`src/rtl/usd_bridge_pkg.sv`:
```
// ---------------------------------------------------------------------------
// usd_bridge_pkg
// Shared definitions for the APU-side micro-SD bridge:
//   - write/read FSM state encodings
//   - default values for the sync tag and the empty-FIFO read status
//   - bit offsets of the fields inside the 72-bit FIFO word and the
//     36-bit result word
// ---------------------------------------------------------------------------
package usd_bridge_pkg;

    // Write side: nothing held, or the low half of a pair is held.
    typedef enum logic {
        W_EMPTY = 1'b0,
        W_HALF  = 1'b1
    } wrState_t;

    // Read side: idle, popping, capturing FIFO dout, holding an upper half.
    typedef enum logic [1:0] {
        R_IDLE = 2'd0,
        R_POP  = 2'd1,
        R_CAP  = 2'd2,
        R_HI   = 2'd3
    } rdState_t;

    localparam logic [3:0] SYNC_TAG_DEFAULT     = 4'hA;
    localparam logic [3:0] EMPTY_STATUS_DEFAULT = 4'hF;

    // 72-bit FIFO word layout: {tag[71:64], hi[63:32], lo[31:0]}
    localparam int WORD_LO_LSB = 0;
    localparam int WORD_HI_LSB = 32;
    localparam int WORD_TAG_LSB = 64;
    localparam int HALF_WIDTH  = 32;
    localparam int TAG_WIDTH   = 8;

    // 36-bit result word layout: {status[35:32], data[31:0]}
    localparam int RESULT_STATUS_LSB = 32;
    localparam int STATUS_WIDTH      = 4;

endpackage

```
`src/rtl/usd_apu_bridge_if.sv`:
```
// ---------------------------------------------------------------------------
// usd_apu_bridge_if
// APU load/store bus seen by the micro-SD bridge.
//   Store side : wrValid, wrSel, wrLast, wrData (APU -> bridge), wrRdy (back)
//   Load side  : rdReq, rdSel (APU -> bridge),
//                rdBusy, rdValid, rdData, rdStatus (bridge -> APU)
// Modports:
//   master - the APU (drives requests, observes responses)
//   slave  - the bridge
// ---------------------------------------------------------------------------
interface usd_apu_bridge_if;

    logic        wrValid;
    logic        wrRdy;
    logic        wrSel;
    logic        wrLast;
    logic [31:0] wrData;

    logic        rdReq;
    logic        rdSel;
    logic        rdBusy;
    logic        rdValid;
    logic [31:0] rdData;
    logic [3:0]  rdStatus;

    modport master (
        output wrValid, wrSel, wrLast, wrData, rdReq, rdSel,
        input  wrRdy, rdBusy, rdValid, rdData, rdStatus
    );

    modport slave (
        input  wrValid, wrSel, wrLast, wrData, rdReq, rdSel,
        output wrRdy, rdBusy, rdValid, rdData, rdStatus
    );

endinterface

```
`src/rtl/usd_word_packer.sv`:
```
// ---------------------------------------------------------------------------
// usd_word_packer
// Write FSM of the bridge: packs 32-bit APU store words into 72-bit words
// {tag, hi, lo} and emits them to the command FIFO (sel=0) or the
// write-data FIFO (sel=1), one registered strobe per word.
//
// Ports:
//   apuClk, sysRst        clock, asynchronous active-high reset
//   wrValid/wrRdy         store handshake (accept = wrValid & wrRdy)
//   wrSel, wrLast, wrData store target, single-word flag, store word
//   cmdFifoAfull          command FIFO almost full
//   dataFifoAfull         write-data FIFO almost full
//   cmdFifoData/WrEn      packed command word and write strobe
//   cmdDataFifoData/WrEn  packed write-data word and write strobe
//
// Build option USD_BRIDGE_PARITY_EN: when defined the tag is the per-byte
// even parity of the 64 data bits (bit 64 covers byte 0) and the sequence
// counter is removed; otherwise the tag is {SYNC_TAG, seq}.
// ---------------------------------------------------------------------------
module usd_word_packer
    import usd_bridge_pkg::*;
#(
    parameter logic [3:0] SYNC_TAG = SYNC_TAG_DEFAULT
) (
    input  logic        apuClk,
    input  logic        sysRst,
    input  logic        wrValid,
    output logic        wrRdy,
    input  logic        wrSel,
    input  logic        wrLast,
    input  logic [31:0] wrData,
    input  logic        cmdFifoAfull,
    input  logic        dataFifoAfull,
    output logic [71:0] cmdFifoData,
    output logic        cmdFifoWrEn,
    output logic [71:0] cmdDataFifoData,
    output logic        cmdDataFifoWrEn
);

    wrState_t    state;
    wrState_t    stateNext;
    logic        selQ;
    logic [31:0] lowWord;

    logic        targetAfull;
    logic        accept;
    logic        emitEn;
    logic        emitSel;
    logic [63:0] emitPayload;
    logic [7:0]  emitTag;

`ifndef USD_BRIDGE_PARITY_EN
    logic [3:0]  seq;
`endif

    // Flow control follows the FIFO the current word is headed for: the live
    // wrSel when starting a word, the stored selection once a half is held.
    always_comb begin
        targetAfull = 1'b0;
        if (state == W_EMPTY) begin
            targetAfull = wrSel ? dataFifoAfull : cmdFifoAfull;
        end else begin
            targetAfull = selQ ? dataFifoAfull : cmdFifoAfull;
        end
    end

    // Held low while in reset so nothing is accepted until the FSM is clean.
    assign wrRdy  = ~sysRst & ~targetAfull;
    assign accept = wrValid & wrRdy;

    // NOTE: every signal written in this block gets a default first, so no
    // path leaves a value unassigned and no latch is inferred.
    always_comb begin
        stateNext   = state;
        emitEn      = 1'b0;
        emitSel     = selQ;
        emitPayload = {wrData, lowWord};
        unique case (state)
            W_EMPTY: begin
                if (accept) begin
                    if (wrLast) begin
                        emitEn      = 1'b1;
                        emitSel     = wrSel;
                        emitPayload = {32'h0, wrData};
                    end else begin
                        stateNext = W_HALF;
                    end
                end
            end
            W_HALF: begin
                // wrSel/wrLast are ignored here; the pair completes on the
                // channel chosen by its first word.
                if (accept) begin
                    emitEn    = 1'b1;
                    stateNext = W_EMPTY;
                end
            end
            default: stateNext = W_EMPTY;
        endcase
    end

    always_comb begin
        emitTag = '0;
`ifdef USD_BRIDGE_PARITY_EN
        for (int i = 0; i < TAG_WIDTH; i++) begin
            emitTag[i] = ^emitPayload[8*i +: 8];
        end
`else
        emitTag = {SYNC_TAG, seq};
`endif
    end

    // NOTE: sequential state is updated with non-blocking assignments only,
    // so every register samples pre-edge values regardless of block order.
    // NOTE: the held half-word and selection are reset too, so a reset in
    // the middle of a pair can never leak stale data into a later word.
    always_ff @(posedge apuClk or posedge sysRst) begin
        if (sysRst) begin
            state           <= W_EMPTY;
            selQ            <= 1'b0;
            lowWord         <= '0;
            cmdFifoData     <= '0;
            cmdFifoWrEn     <= 1'b0;
            cmdDataFifoData <= '0;
            cmdDataFifoWrEn <= 1'b0;
`ifndef USD_BRIDGE_PARITY_EN
            seq             <= '0;
`endif
        end else begin
            state           <= stateNext;
            cmdFifoWrEn     <= emitEn & ~emitSel;
            cmdDataFifoWrEn <= emitEn & emitSel;

            if ((state == W_EMPTY) && accept && !wrLast) begin
                lowWord <= wrData;
                selQ    <= wrSel;
            end

            if (emitEn) begin
                if (emitSel) begin
                    cmdDataFifoData <= {emitTag, emitPayload};
                end else begin
                    cmdFifoData <= {emitTag, emitPayload};
                end
`ifndef USD_BRIDGE_PARITY_EN
                seq <= seq + 4'd1;
`endif
            end
        end
    end

endmodule

```
`src/rtl/usd_apu_bridge.sv`:
```
// ---------------------------------------------------------------------------
// usd_apu_bridge
// APU-side front end of the micro-SD controller (apuClk domain).
// Store path: usd_word_packer packs 32-bit stores into 72-bit words for the
// command FIFO and the write-data FIFO.
// Load path: a read FSM pops the 36-bit result FIFO or the 72-bit read-data
// FIFO and returns 32-bit words with a 4-bit status. A read-data word is
// returned in two loads: the low half after the pop, the upper half from a
// holding register on the next rdSel=1 load.
//
// Ports:
//   apuClk, sysRst           clock, asynchronous active-high reset
//   apu (slave modport)      APU store/load bus
//   cmdFifoData/WrEn/Afull   command FIFO write side
//   cmdDataFifoData/WrEn     write-data FIFO write side
//   dataFifoAfull            write-data FIFO almost full
//   resultFifoData/RdEn      result FIFO dout and pop
//   resultPending            result FIFO not empty
//   resultDataFifoData/RdEn  read-data FIFO dout and pop
//   resultDataEmpty          read-data FIFO empty
//
// Build option USD_BRIDGE_PARITY_EN selects parity tags in the packed words
// (see usd_word_packer).
// ---------------------------------------------------------------------------
module usd_apu_bridge
    import usd_bridge_pkg::*;
#(
    parameter logic [3:0] SYNC_TAG     = SYNC_TAG_DEFAULT,
    parameter logic [3:0] EMPTY_STATUS = EMPTY_STATUS_DEFAULT
) (
    input  logic                 apuClk,
    input  logic                 sysRst,
    usd_apu_bridge_if.slave      apu,
    output logic [71:0]          cmdFifoData,
    output logic                 cmdFifoWrEn,
    input  logic                 cmdFifoAfull,
    output logic [71:0]          cmdDataFifoData,
    output logic                 cmdDataFifoWrEn,
    input  logic                 dataFifoAfull,
    input  logic [35:0]          resultFifoData,
    output logic                 resultFifoRdEn,
    input  logic                 resultPending,
    input  logic [71:0]          resultDataFifoData,
    output logic                 resultDataFifoRdEn,
    input  logic                 resultDataEmpty
);

    // ---------------- write side ----------------
    usd_word_packer #(
        .SYNC_TAG (SYNC_TAG)
    ) uPacker (
        .apuClk          (apuClk),
        .sysRst          (sysRst),
        .wrValid         (apu.wrValid),
        .wrRdy           (apu.wrRdy),
        .wrSel           (apu.wrSel),
        .wrLast          (apu.wrLast),
        .wrData          (apu.wrData),
        .cmdFifoAfull    (cmdFifoAfull),
        .dataFifoAfull   (dataFifoAfull),
        .cmdFifoData     (cmdFifoData),
        .cmdFifoWrEn     (cmdFifoWrEn),
        .cmdDataFifoData (cmdDataFifoData),
        .cmdDataFifoWrEn (cmdDataFifoWrEn)
    );

    // ---------------- read side ----------------
    rdState_t    rdState;
    rdState_t    rdStateNext;
    logic        reqSel;
    logic [31:0] hiWord;
    logic        hiValid;

    logic        selEmpty;
    logic        startPop;
    logic        respondEmpty;
    logic        respondHi;

    logic        rdValidQ;
    logic [31:0] rdDataQ;
    logic [3:0]  rdStatusQ;

    // The read-data tag byte is not returned to the APU.
    logic        unusedTag;
    assign unusedTag = ^resultDataFifoData[WORD_TAG_LSB +: TAG_WIDTH];

    // The held upper half is represented by R_HI, so the busy flag covers it.
    assign hiValid     = (rdState == R_HI);
    assign apu.rdBusy  = (rdState != R_IDLE) || hiValid;
    assign selEmpty    = apu.rdSel ? resultDataEmpty : ~resultPending;

    always_comb begin
        rdStateNext        = rdState;
        resultFifoRdEn     = 1'b0;
        resultDataFifoRdEn = 1'b0;
        startPop           = 1'b0;
        respondEmpty       = 1'b0;
        respondHi          = 1'b0;
        unique case (rdState)
            R_IDLE: begin
                if (apu.rdReq) begin
                    if (selEmpty) begin
                        respondEmpty = 1'b1;
                    end else begin
                        startPop    = 1'b1;
                        rdStateNext = R_POP;
                    end
                end
            end
            R_POP: begin
                // Single-cycle pop; dout is valid one cycle later in R_CAP.
                resultFifoRdEn     = ~reqSel;
                resultDataFifoRdEn = reqSel;
                rdStateNext        = R_CAP;
            end
            R_CAP: begin
                rdStateNext = reqSel ? R_HI : R_IDLE;
            end
            R_HI: begin
                // Only a read-data load can drain the held half; result
                // loads are dropped until it has been returned.
                if (apu.rdReq && apu.rdSel) begin
                    respondHi   = 1'b1;
                    rdStateNext = R_IDLE;
                end
            end
            default: rdStateNext = R_IDLE;
        endcase
    end

    always_ff @(posedge apuClk or posedge sysRst) begin
        if (sysRst) begin
            rdState   <= R_IDLE;
            reqSel    <= 1'b0;
            hiWord    <= '0;
            rdValidQ  <= 1'b0;
            rdDataQ   <= '0;
            rdStatusQ <= '0;
        end else begin
            rdState  <= rdStateNext;
            rdValidQ <= 1'b0;

            if (startPop) begin
                reqSel <= apu.rdSel;
            end

            if (respondEmpty) begin
                rdValidQ  <= 1'b1;
                rdDataQ   <= '0;
                rdStatusQ <= EMPTY_STATUS;
            end

            if (rdState == R_CAP) begin
                rdValidQ <= 1'b1;
                if (reqSel) begin
                    rdDataQ   <= resultDataFifoData[WORD_LO_LSB +: HALF_WIDTH];
                    hiWord    <= resultDataFifoData[WORD_HI_LSB +: HALF_WIDTH];
                    rdStatusQ <= '0;
                end else begin
                    rdDataQ   <= resultFifoData[WORD_LO_LSB +: HALF_WIDTH];
                    rdStatusQ <= resultFifoData[RESULT_STATUS_LSB +: STATUS_WIDTH];
                end
            end

            if (respondHi) begin
                rdValidQ  <= 1'b1;
                rdDataQ   <= hiWord;
                rdStatusQ <= '0;
            end
        end
    end

    assign apu.rdValid  = rdValidQ;
    assign apu.rdData   = rdDataQ;
    assign apu.rdStatus = rdStatusQ;

endmodule

```
`src/flat_wrapper.sv`:
```
// flat-port wrapper written by rule: the top's interface ports become plain ports
module usd_apu_bridge_flat import usd_bridge_pkg::*;
#(
    parameter logic [3:0] SYNC_TAG     = SYNC_TAG_DEFAULT,
    parameter logic [3:0] EMPTY_STATUS = EMPTY_STATUS_DEFAULT
)
  (apuClk, sysRst, cmdFifoData, cmdFifoWrEn, cmdFifoAfull, cmdDataFifoData, cmdDataFifoWrEn, dataFifoAfull, resultFifoData, resultFifoRdEn, resultPending, resultDataFifoData, resultDataFifoRdEn, resultDataEmpty, apu_wrValid, apu_wrSel, apu_wrLast, apu_wrData, apu_rdReq, apu_rdSel, apu_wrRdy, apu_rdBusy, apu_rdValid, apu_rdData, apu_rdStatus);
  usd_apu_bridge_if apu_i ();
  input  logic apuClk;
  input  logic sysRst;
  output logic [71:0] cmdFifoData;
  output logic cmdFifoWrEn;
  input  logic cmdFifoAfull;
  output logic [71:0] cmdDataFifoData;
  output logic cmdDataFifoWrEn;
  input  logic dataFifoAfull;
  input  logic [35:0] resultFifoData;
  output logic resultFifoRdEn;
  input  logic resultPending;
  input  logic [71:0] resultDataFifoData;
  output logic resultDataFifoRdEn;
  input  logic resultDataEmpty;
  input wire logic [$bits(apu_i.wrValid)-1:0] apu_wrValid;
  input wire logic [$bits(apu_i.wrSel)-1:0] apu_wrSel;
  input wire logic [$bits(apu_i.wrLast)-1:0] apu_wrLast;
  input wire logic [$bits(apu_i.wrData)-1:0] apu_wrData;
  input wire logic [$bits(apu_i.rdReq)-1:0] apu_rdReq;
  input wire logic [$bits(apu_i.rdSel)-1:0] apu_rdSel;
  output wire logic [$bits(apu_i.wrRdy)-1:0] apu_wrRdy;
  output wire logic [$bits(apu_i.rdBusy)-1:0] apu_rdBusy;
  output wire logic [$bits(apu_i.rdValid)-1:0] apu_rdValid;
  output wire logic [$bits(apu_i.rdData)-1:0] apu_rdData;
  output wire logic [$bits(apu_i.rdStatus)-1:0] apu_rdStatus;
  assign apu_i.wrValid = apu_wrValid;
  assign apu_i.wrSel = apu_wrSel;
  assign apu_i.wrLast = apu_wrLast;
  assign apu_i.wrData = apu_wrData;
  assign apu_i.rdReq = apu_rdReq;
  assign apu_i.rdSel = apu_rdSel;
  assign apu_wrRdy = apu_i.wrRdy;
  assign apu_rdBusy = apu_i.rdBusy;
  assign apu_rdValid = apu_i.rdValid;
  assign apu_rdData = apu_i.rdData;
  assign apu_rdStatus = apu_i.rdStatus;
  usd_apu_bridge #(.SYNC_TAG(SYNC_TAG), .EMPTY_STATUS(EMPTY_STATUS)) u_core (.apuClk(apuClk), .sysRst(sysRst), .apu(apu_i), .cmdFifoData(cmdFifoData), .cmdFifoWrEn(cmdFifoWrEn), .cmdFifoAfull(cmdFifoAfull), .cmdDataFifoData(cmdDataFifoData), .cmdDataFifoWrEn(cmdDataFifoWrEn), .dataFifoAfull(dataFifoAfull), .resultFifoData(resultFifoData), .resultFifoRdEn(resultFifoRdEn), .resultPending(resultPending), .resultDataFifoData(resultDataFifoData), .resultDataFifoRdEn(resultDataFifoRdEn), .resultDataEmpty(resultDataEmpty));
endmodule
```
`config.mk`:
```
export PLATFORM = sky130hd
export DESIGN_NAME = usd_apu_bridge_flat
export DESIGN_NICKNAME = d
export VERILOG_FILES = /design/src/rtl/usd_bridge_pkg.sv /design/src/rtl/usd_apu_bridge_if.sv /design/src/rtl/usd_word_packer.sv /design/src/rtl/usd_apu_bridge.sv /design/src/flat_wrapper.sv
export SDC_FILE = /design/constraint.sdc
export NUM_CORES = 1
export LEC_CHECK = 0
export CAP_MARGIN = 20
export CORE_MARGIN = 10
export CORE_UTILIZATION = 48
export DETAILED_ROUTE_END_ITERATION = 10
export PLACE_DENSITY = 0.94
export SLEW_MARGIN = 20
export SYNTH_ARGS = -nofsm -noshare
export SYNTH_HDL_FRONTEND = slang
export SYNTH_SLANG_ARGS = --single-unit
```
`constraint.sdc`:
```
create_clock -name apuClk -period 14.37 [get_ports apuClk]
set_clock_uncertainty 0.2 [all_clocks]
set_input_delay 1.437 -clock apuClk [delete_from_list [all_inputs] [get_ports apuClk]]
set_output_delay 1.437 -clock apuClk [all_outputs]
set_load 0.005 [all_outputs]
```
# Yosys cells after proc, flatten, opt, wreduce, memory -nomap -nowiden
# Cells that the tools add are included.
# word_totals
output_inout_bits	187
inputBits	151
regBits	250
elab_cells	87
# op_classes
bitwise	10
add_sub_neg	1
mux	44
n_eq_ne	6
n_reduce_logical	12
# op_table
operator	n
2-to-1 mux 64 bit	3
2-to-1 mux 32 bit	4
2-to-1 mux 1 bit	26
2-to-1 mux 4 bit	4
2-to-1 mux 2 bit	4
case mux 2 bit (4 select lines)	1
!= test 2 bit (second input constant)	3
NOT 1 bit	6
AND reduction 2 bit	3
adder 4 x 1 -> 4 bit (second input constant)	1
AND 1 bit	4
== test 2 bit (second input constant)	2
case mux 1 bit (2 select lines)	2
logical AND 1 bit	3
AND reduction 3 bit	1
nonzero test 3 bit	1
== test 2 x 1 -> 1 bit (second input constant)	1
zero test 2 bit	1
nonzero test 2 bit	1
zero test 1 bit	1
logical OR 1 bit	1

# Longest topological paths before layout
# Gate-level depths: netlist of the first run.
# logic_depth
ltp_word	9
ltp_mapped	7
ltp_nobuf	5

# Modules after synthesis
# From an unflattened synthesis of the first run, not the netlist that was laid out.
# hier_totals
cells_unflattened	848
hier_area_um2	10676.5
# by_module_without_submodules
module	n_inst	seq_area_each_um2	area_each_um2	cells_per_inst
usd_word_packer	1	4454.3	7064.3	592
usd_apu_bridge	1	1801.7	3612.2	256

# Least setup slack after synthesis of the first run
# Ideal clock, no wire load.
# synth_path
path_kind	input to output
start	input port apu_wrSel
end	output port apu_wrRdy
path_buffers	0
required_time_ps	12733
path_slack_ps	10879
arrival_time_ps	1854
cell_stages	3
cell_sequence	nand2b_1 > a21boi_0 > a311oi_1
# synth_between
elab_chain_len	4
# synth_lines
element	line_no	text
from (decl)	flat_wrapper.sv:24	input wire logic [$bits(apu_i.wrSel)-1:0] apu_wrSel;
2-to-1 mux 1 bit	usd_word_packer.sv:61	targetAfull = wrSel ? dataFifoAfull : cmdFifoAfull;
2-to-1 mux 1 bit	usd_word_packer.sv:60	if (state == W_EMPTY) begin
NOT 1 bit	usd_word_packer.sv:68	assign wrRdy = ~sysRst & ~targetAfull;
AND 1 bit	usd_word_packer.sv:68	
to (decl)	flat_wrapper.sv:29	output wire logic [$bits(apu_i.wrRdy)-1:0] apu_wrRdy;
# Every way passes these cells.

# Worst setup path after layout of the first run
# Same ends and word-level chain as after synthesis.

==> results.yml, run 1 <==
place:
  dpl_cell_area_um2: 13780
  place_inst: 1467
  dp_hpwl_um: 23310
  io_buffer_count: 325
  pre_cts_slack_ps: 9482
  gp_congestion: 0.8541
worst_hold_path:
  worstHoldPathType: "reg2reg"
  hp-start: "u_core.uPacker.cmdDataFifoData[38]"
  holdPathEnd: "u_core.uPacker.cmdDataFifoData[38]"
  hold_depth: 2
cts:
  numCtsBuffers: 27
  cts-resized-gates: 0
  cts.path.max_buffers: 3
  clk_pin_slew_ps: 60
  cts_tree: "built"
  clk_latency_ps: 530
  cts_root_buffer: "clkbuf_16"
  postCtsHoldBufs: 0
  post_cts_buffers: 0
  cts_num_sinks: 250
  h-tree-depth: 1
grt:
  grt_max_degree: 104
  overflow: 0
  antenna_found_initial: 5
  track_usage_pct: 23.67
  grt_pass1_vias: 8886
  grt_pass1_wl_um: 53270
timing:
  fmax_mhz: 202.3
  min_period_ps: 4944
  max_slew_margin_pct: 30.91
  hold_ws_ps: 268.1
  worst_pin_slew_ps: 1036
  setup_tns_ps: 0
  setup_slack_ps: 9426
  hold_viol: 0
  finalCritPeriodShare_pct: 34.40
  rsz0062_at_grt: "no"
  setup_viol: 0
  slew_viol_final: 0
yosys:
  synth-compound-area-share_pct: 10.02
  synth_seq_cells: 250
  synth_top_family_by_area: "multiplexers"
  synth.distinct_cells: 37
  synth_warnings: 0
  syn_area_um2: 10390
  synth_xor_area_share_pct: 0.2529
  syn-mean-instance-area_um2: 11.26
  synthMuxAreaShare_pct: 14.62
  ys_seq_area_share_pct: 60.21
  syn-instance-count: 923
  synthAdderAreaFrac_pct: 0.1204
  yosys.area_share.simple_pct: 11.25
final_layout:
  instances_no_fill: 1518
  regArea_um2: 6257
  final_core_utilization_pct: 69.43
  multi_input_area_um2: 3835
  final_area_um2: 14690
  fillers: 1382
  layout.nets: 1373
  drive_above_1_share_pct: 10.08
  syn_to_final_growth_pct: 41.35
drt:
  vias: 8533
  wl_per_cell_um: 22.84
  antenna_left: 0
  drt_iter0_markers: 734
  dr.pass1.iters: 5
  finalWirelength_um: 34670
  avgViaCountPerCell: 5.621
  drcViolationCount: 0
critical_path:
  reg2reg_slack_ps: 11660
  rr_endpoint: "u_core.uPacker.seq[1]"
  worstPathRequired_ps: 12730
  r2r-start: "u_core.uPacker.state"
  critPathMaxFanout: 5
  start_kind: "primary input"
  cp.arrival_ps: 3310
  reg2regPathDepth: 3
  end_kind: "primary output"
  crit_type: "in2out"
die:
  dieWidth_um: 167.1
  die_h_um: 167.1
  start_util_pct: 49.12
  io_pins: 338
  core-area_um2: 21150
  rows: 53
  die-area_um2: 27930
flow_run:
  maxCapViolCount: 0
run_status:
  status: "complete, no violations"
power_and_ir_drop:
  p_per_area_nw_per_um2: 204.7
  peakVddDrop_uv: 137.1
  p_total_mw: 3.006
  p_leak_nw: 6.869
==> logic make-up (layout without fill, tap and decap cells) <==
logic type,count (synthesis),count (layout)
AOI/OAI and AO/OA,176,176
xor gates and xnor gates,3,3
adders and majority gates,1,1
buffers and inverters,74,388
DFF,250,250
muxes,132,132
other,1,7
and+or+nand+nor,286,286
==> flip-flops by register name (all words and copies together) (netlist names), 2 cells and up <==
name / count
u_core.apu.rdData: 32
u_core.apu.rdStatus: 4
u_core.hiWord: 32
u_core.rdState: 2
u_core.uPacker.cmdDataFifoData: 69
u_core.uPacker.cmdFifoData: 69
u_core.uPacker.lowWord: 32
u_core.uPacker.seq: 4
==> critical path, cell delays in order <==
cell             delay (ps)
clkdlybuf4s50_1         490
nand2b_1                140
a21boi_0                110
a311oi_1                480
clkdlybuf4s50_1         650
==> power breakdown <==
part,switching [mW],leakage [nW],internal [mW]
clock,0.280,0.431,0.417
combinational,0.497,3.32,0.637
sequential,0.179,3.11,0.997
==> routing by layer <==
metal	up-vias	wire length (um)	track usage, %
met5	-	22	0
met4	4	449	4.429
met3	37	3910	8.263
met2	448	17110	40.47
met1	4292	13180	28.47
li1	3752	-	-
==> synth_stat cells <==
library cell  number  share of area [%]
dfrtp_1          250                 60
nand2_1          159                5.7
nor2_1            71                2.6
a21oi_1           68                3.3
mux2i_1           64                6.2
o21ai_0           62                3.0
clkbuf_1          37                1.3
mux2_2            34                3.7
nand3_1           34                1.6
a22o_1            33                2.8
mux2_4            30                4.3
buf_2             20               0.96
nand2b_1           8               0.48
nor3_1             7               0.34
buf_4              6               0.43
inv_1              6               0.22
mux2_1             4               0.43
o21ai_1            4               0.19
a211o_1            2               0.17
a21boi_0           2               0.14
buf_6              2               0.22
buf_8              2               0.29
nand3b_1           2               0.14
nor2b_1            2               0.12
xnor2_1            2               0.17
a311oi_1           1              0.084
conb_1             1              0.036
ha_1               1               0.12
inv_2              1              0.036
nand4_1            1              0.060
o211ai_1           1              0.072
o31ai_1            1              0.072
o32ai_1            1              0.084
o32ai_2            1               0.16
or3b_1             1              0.084
or4_1              1              0.072
xor2_1             1              0.084
==> area by class of cell <==
class	instances	area share [%]
Sequential cell	250	42.61
Multi-Input combinational cell	602	26.11
Timing Repair Buffer	333	22.56
Clock buffer	40	5.410
Tap cell	275	2.343
Clock inverter	8	0.6901
Inverter	7	0.2300
Antenna cell	3	0.05112
==> worst max-delay path by stage <==
| stage | from | end | slack [ps] | depth (start not counted) |
|---|---|---|---|---|
| after floorplan | sysRst | u_core.apu.rdData[0] | 5860 | 1 |
| after global placement | apu_wrSel | apu_wrRdy | 9500 | 5 |
| after detailed placement | apu_wrSel | apu_wrRdy | 9480 | 5 |
| after CTS | apu_wrSel | apu_wrRdy | 9410 | 5 |
| after global routing | apu_wrSel | apu_wrRdy | 9360 | 5 |
| final | apu_wrSel | apu_wrRdy | 9430 | 5 |
==> layout by cell type (no fill, tap or decap), drive strengths merged, types with 33 or more instances in the layout <==
master / n
nor2: 71
mux2i: 64
nand3: 34
dfrtp: 250
a22o: 33
a21oi: 68
o21ai: 66
nand2: 159
mux2: 68
clkdlybuf4s50: 325
clkbuf: 40
(Power assumes the default switching activity.)
==> run 2, diff against run 1 <==
--- a/config.mk
+++ b/config.mk
@@ -7,9 +7,9 @@
 export LEC_CHECK = 0
 export CAP_MARGIN = 20
 export CORE_MARGIN = 10
-export CORE_UTILIZATION = 48
+export CORE_UTILIZATION = 46
 export DETAILED_ROUTE_END_ITERATION = 10
-export PLACE_DENSITY = 0.94
+export PLACE_DENSITY = 0.91
 export SLEW_MARGIN = 20
 export SYNTH_ARGS = -nofsm -noshare
 export SYNTH_HDL_FRONTEND = slang
==> constraint.sdc (replaced) <==
create_clock -name apuClk -period 5 [get_ports apuClk]
set_clock_uncertainty 0.2 [all_clocks]
set_input_delay 0.5 -clock apuClk [delete_from_list [all_inputs] [get_ports apuClk]]
set_output_delay 0.5 -clock apuClk [all_outputs]
set_load 0.005 [all_outputs]
==> run 2 against run 1 <==
Critical path depth is 1 lower; die area up 3.8%; via count is 1.7% lower; cell count increased by 0.72%; setup slack worse by 7400 ps; clock power rose to 2.9 times the previous value; power rose to 2.9 times the previous value; global-route usage fell by 0.54 points; combinational power rose to 2.9 times the previous value; sequential share of layout area down 0.21 points; non-clock buffer count is 6 higher.
==> results.yml, run 2 (synthesized netlist as in run 1, its figures left out) <==
final_layout:
  final_area_um2: 14760
  instances_no_fill: 1529
  final_common_cell: "clkdlybuf4s50_1"
  drive_above_1_share_pct: 10.59
  reg.largest.list: "u_core.uPacker.cmdDataFifoData x69, u_core.uPacker.cmdFifoData x69"
  layout.nets: 1379
  fillers: 1511
  regArea_um2: 6257
  final_cell_mix: "clkdlybuf4s50_1, dfrtp_1, nand2_1, nor2_1, a21oi_1"
  multi_input_area_um2: 3817
  final_core_utilization_pct: 67.01
  syn_to_final_growth_pct: 42.05
timing:
  setup_slack_ps: 2043
  max_slew_margin_pct: 37.79
  rsz0062_at_grt: "no"
  slew_viol_final: 0
  setup_tns_ps: 0
  min_period_ps: 2957
  fmax_mhz: 338.2
  hold_ws_ps: 268.5
  finalCritPeriodShare_pct: 59.14
  setup_viol: 0
  worst_pin_slew_ps: 930.9
  hold_viol: 0
worst_hold_path:
  hp-start: "u_core.uPacker.cmdDataFifoData[46]"
  hold_depth: 2
  holdPathEnd: "u_core.uPacker.cmdDataFifoData[46]"
  worstHoldPathType: "reg2reg"
critical_path:
  reg2reg_slack_ps: 2300
  end_kind: "primary output"
  reg2regPathDepth: 4
  crit_type: "reg2out"
  crit_start: "u_core.uPacker.state"
  critPathMaxFanout: 9
  start_kind: "register"
  worstPathRequired_ps: 4300
  cp.arrival_ps: 2260
  rr_endpoint: "u_core.uPacker.cmdFifoData[56]"
  r2r-start: "u_core.uPacker.state"
place:
  pre_cts_slack_ps: 1614
  dpl_cell_area_um2: 13830
  io_buffer_count: 325
  gp_congestion: 0.8738
  dp_hpwl_um: 24140
  place_inst: 1477
grt:
  grt_pass1_vias: 9016
  grt_max_degree: 122
  track_usage_pct: 23.13
  antenna_found_initial: 3
  overflow: 0
  grt_pass1_wl_um: 53230
power_and_ir_drop:
  p_clk_share_pct: 23.6
  p_int_mw: 5.951
  p_sw_share_pct: 31.53
  p_total_mw: 8.691
  peakVddDrop_uv: 391.4
  p_per_area_nw_per_um2: 588.9
  combPwrFrac_pct: 37.7
  p_leak_nw: 6.919
  p_seq_share_pct: 38.8
  p_sw_mw: 2.740
drt:
  finalWirelength_um: 34720
  antenna_left: 0
  vias: 8391
  dr.pass1.iters: 5
  drcViolationCount: 0
  drt_iter0_markers: 732
  avgViaCountPerCell: 5.488
  wl_per_cell_um: 22.71
run_status:
  status: "complete, no violations"
die:
  dieWidth_um: 170.3
  die-area_um2: 29000
  io_pins: 338
  rows: 54
  start_util_pct: 47.17
  core-area_um2: 22030
  die_h_um: 170.3
cts:
  cts_root_buffer: "clkbuf_16"
  cts.path.max_buffers: 3
  clk_pin_slew_ps: 60
  cts-resized-gates: 0
  post_cts_buffers: 0
  numCtsBuffers: 27
  h-tree-depth: 1
  cts_tree: "built"
  postCtsHoldBufs: 0
  clk_latency_ps: 530
  cts_num_sinks: 250
flow_run:
  maxCapViolCount: 0
==> run 2: cell types whose count changed in the layout (fill, tap and decap cells not counted) <==
cell / delta
a211o_2: +2
a211o_4: -2
buf_12: +2
buf_4: +3
buf_6: +1
bufinv_16: +1
clkbuf_1: -2
clkbuf_8: -1
clkinv_2: +4
clkinvlp_4: -1
inv_8: -1
nand2b_1: +1
nand2b_2: -1
==> run 2: worst max path at each step <==
stage                                 endpoint  slack, ps  depth (start not counted)
final                                apu_wrRdy       2040                          4
after global routing                 apu_wrRdy       1950                          4
after CTS                            apu_wrRdy       2060                          4
after detailed placement   u_core.uPacker.selQ       1610                          5
after global placement     u_core.uPacker.selQ       1650                          5
after floorplan           u_core.apu.rdData[0]       1010                          1
==> run 2: area by class of cell <==
| type | instances | area share, % |
|---|---|---|
| tap | 280 | 2.374 |
| sequential | 250 | 42.40 |
| inverter | 7 | 0.2035 |
| antenna | 3 | 0.05086 |
| clock buffer | 37 | 5.239 |
| multi-input combinational | 602 | 25.86 |
| clock inverter | 11 | 0.9240 |
| timing repair buffer | 339 | 22.95 |
==> run 2: worst max-delay path: stages (launching register included) <==
cell,delay (ps)
dfrtp_1,510
nand2b_1,200
a21boi_0,120
a311oi_1,310
clkdlybuf4s50_1,590
==> run 2: power by group through the flow <==
stage / clock (mW) / sequential [mW] / combinational [mW]
after CTS: 2.07 / 3.36 / 3.31
after detailed placement: 0 / 3.37 / 3.27
final: 2.05 / 3.37 / 3.28
after global placement: 0 / 3.31 / 3.15
after floorplan: 0 / 3.34 / 1.33
after global routing: 2.15 / 3.46 / 3.55
==> run 2: per-layer routing <==
metal | wire [um] | vias to the layer above | part of all wire (%) | track usage (%)
li1 | - | 3765 | - | -
met2 | 16970 | 390 | 49 | 39.33
met1 | 13030 | 4191 | 38 | 26.27
met3 | 4126 | 45 | 12 | 9.949
met5 | 0 | - | 0 | 0
met4 | 591 | 0 | 1.7 | 5.797
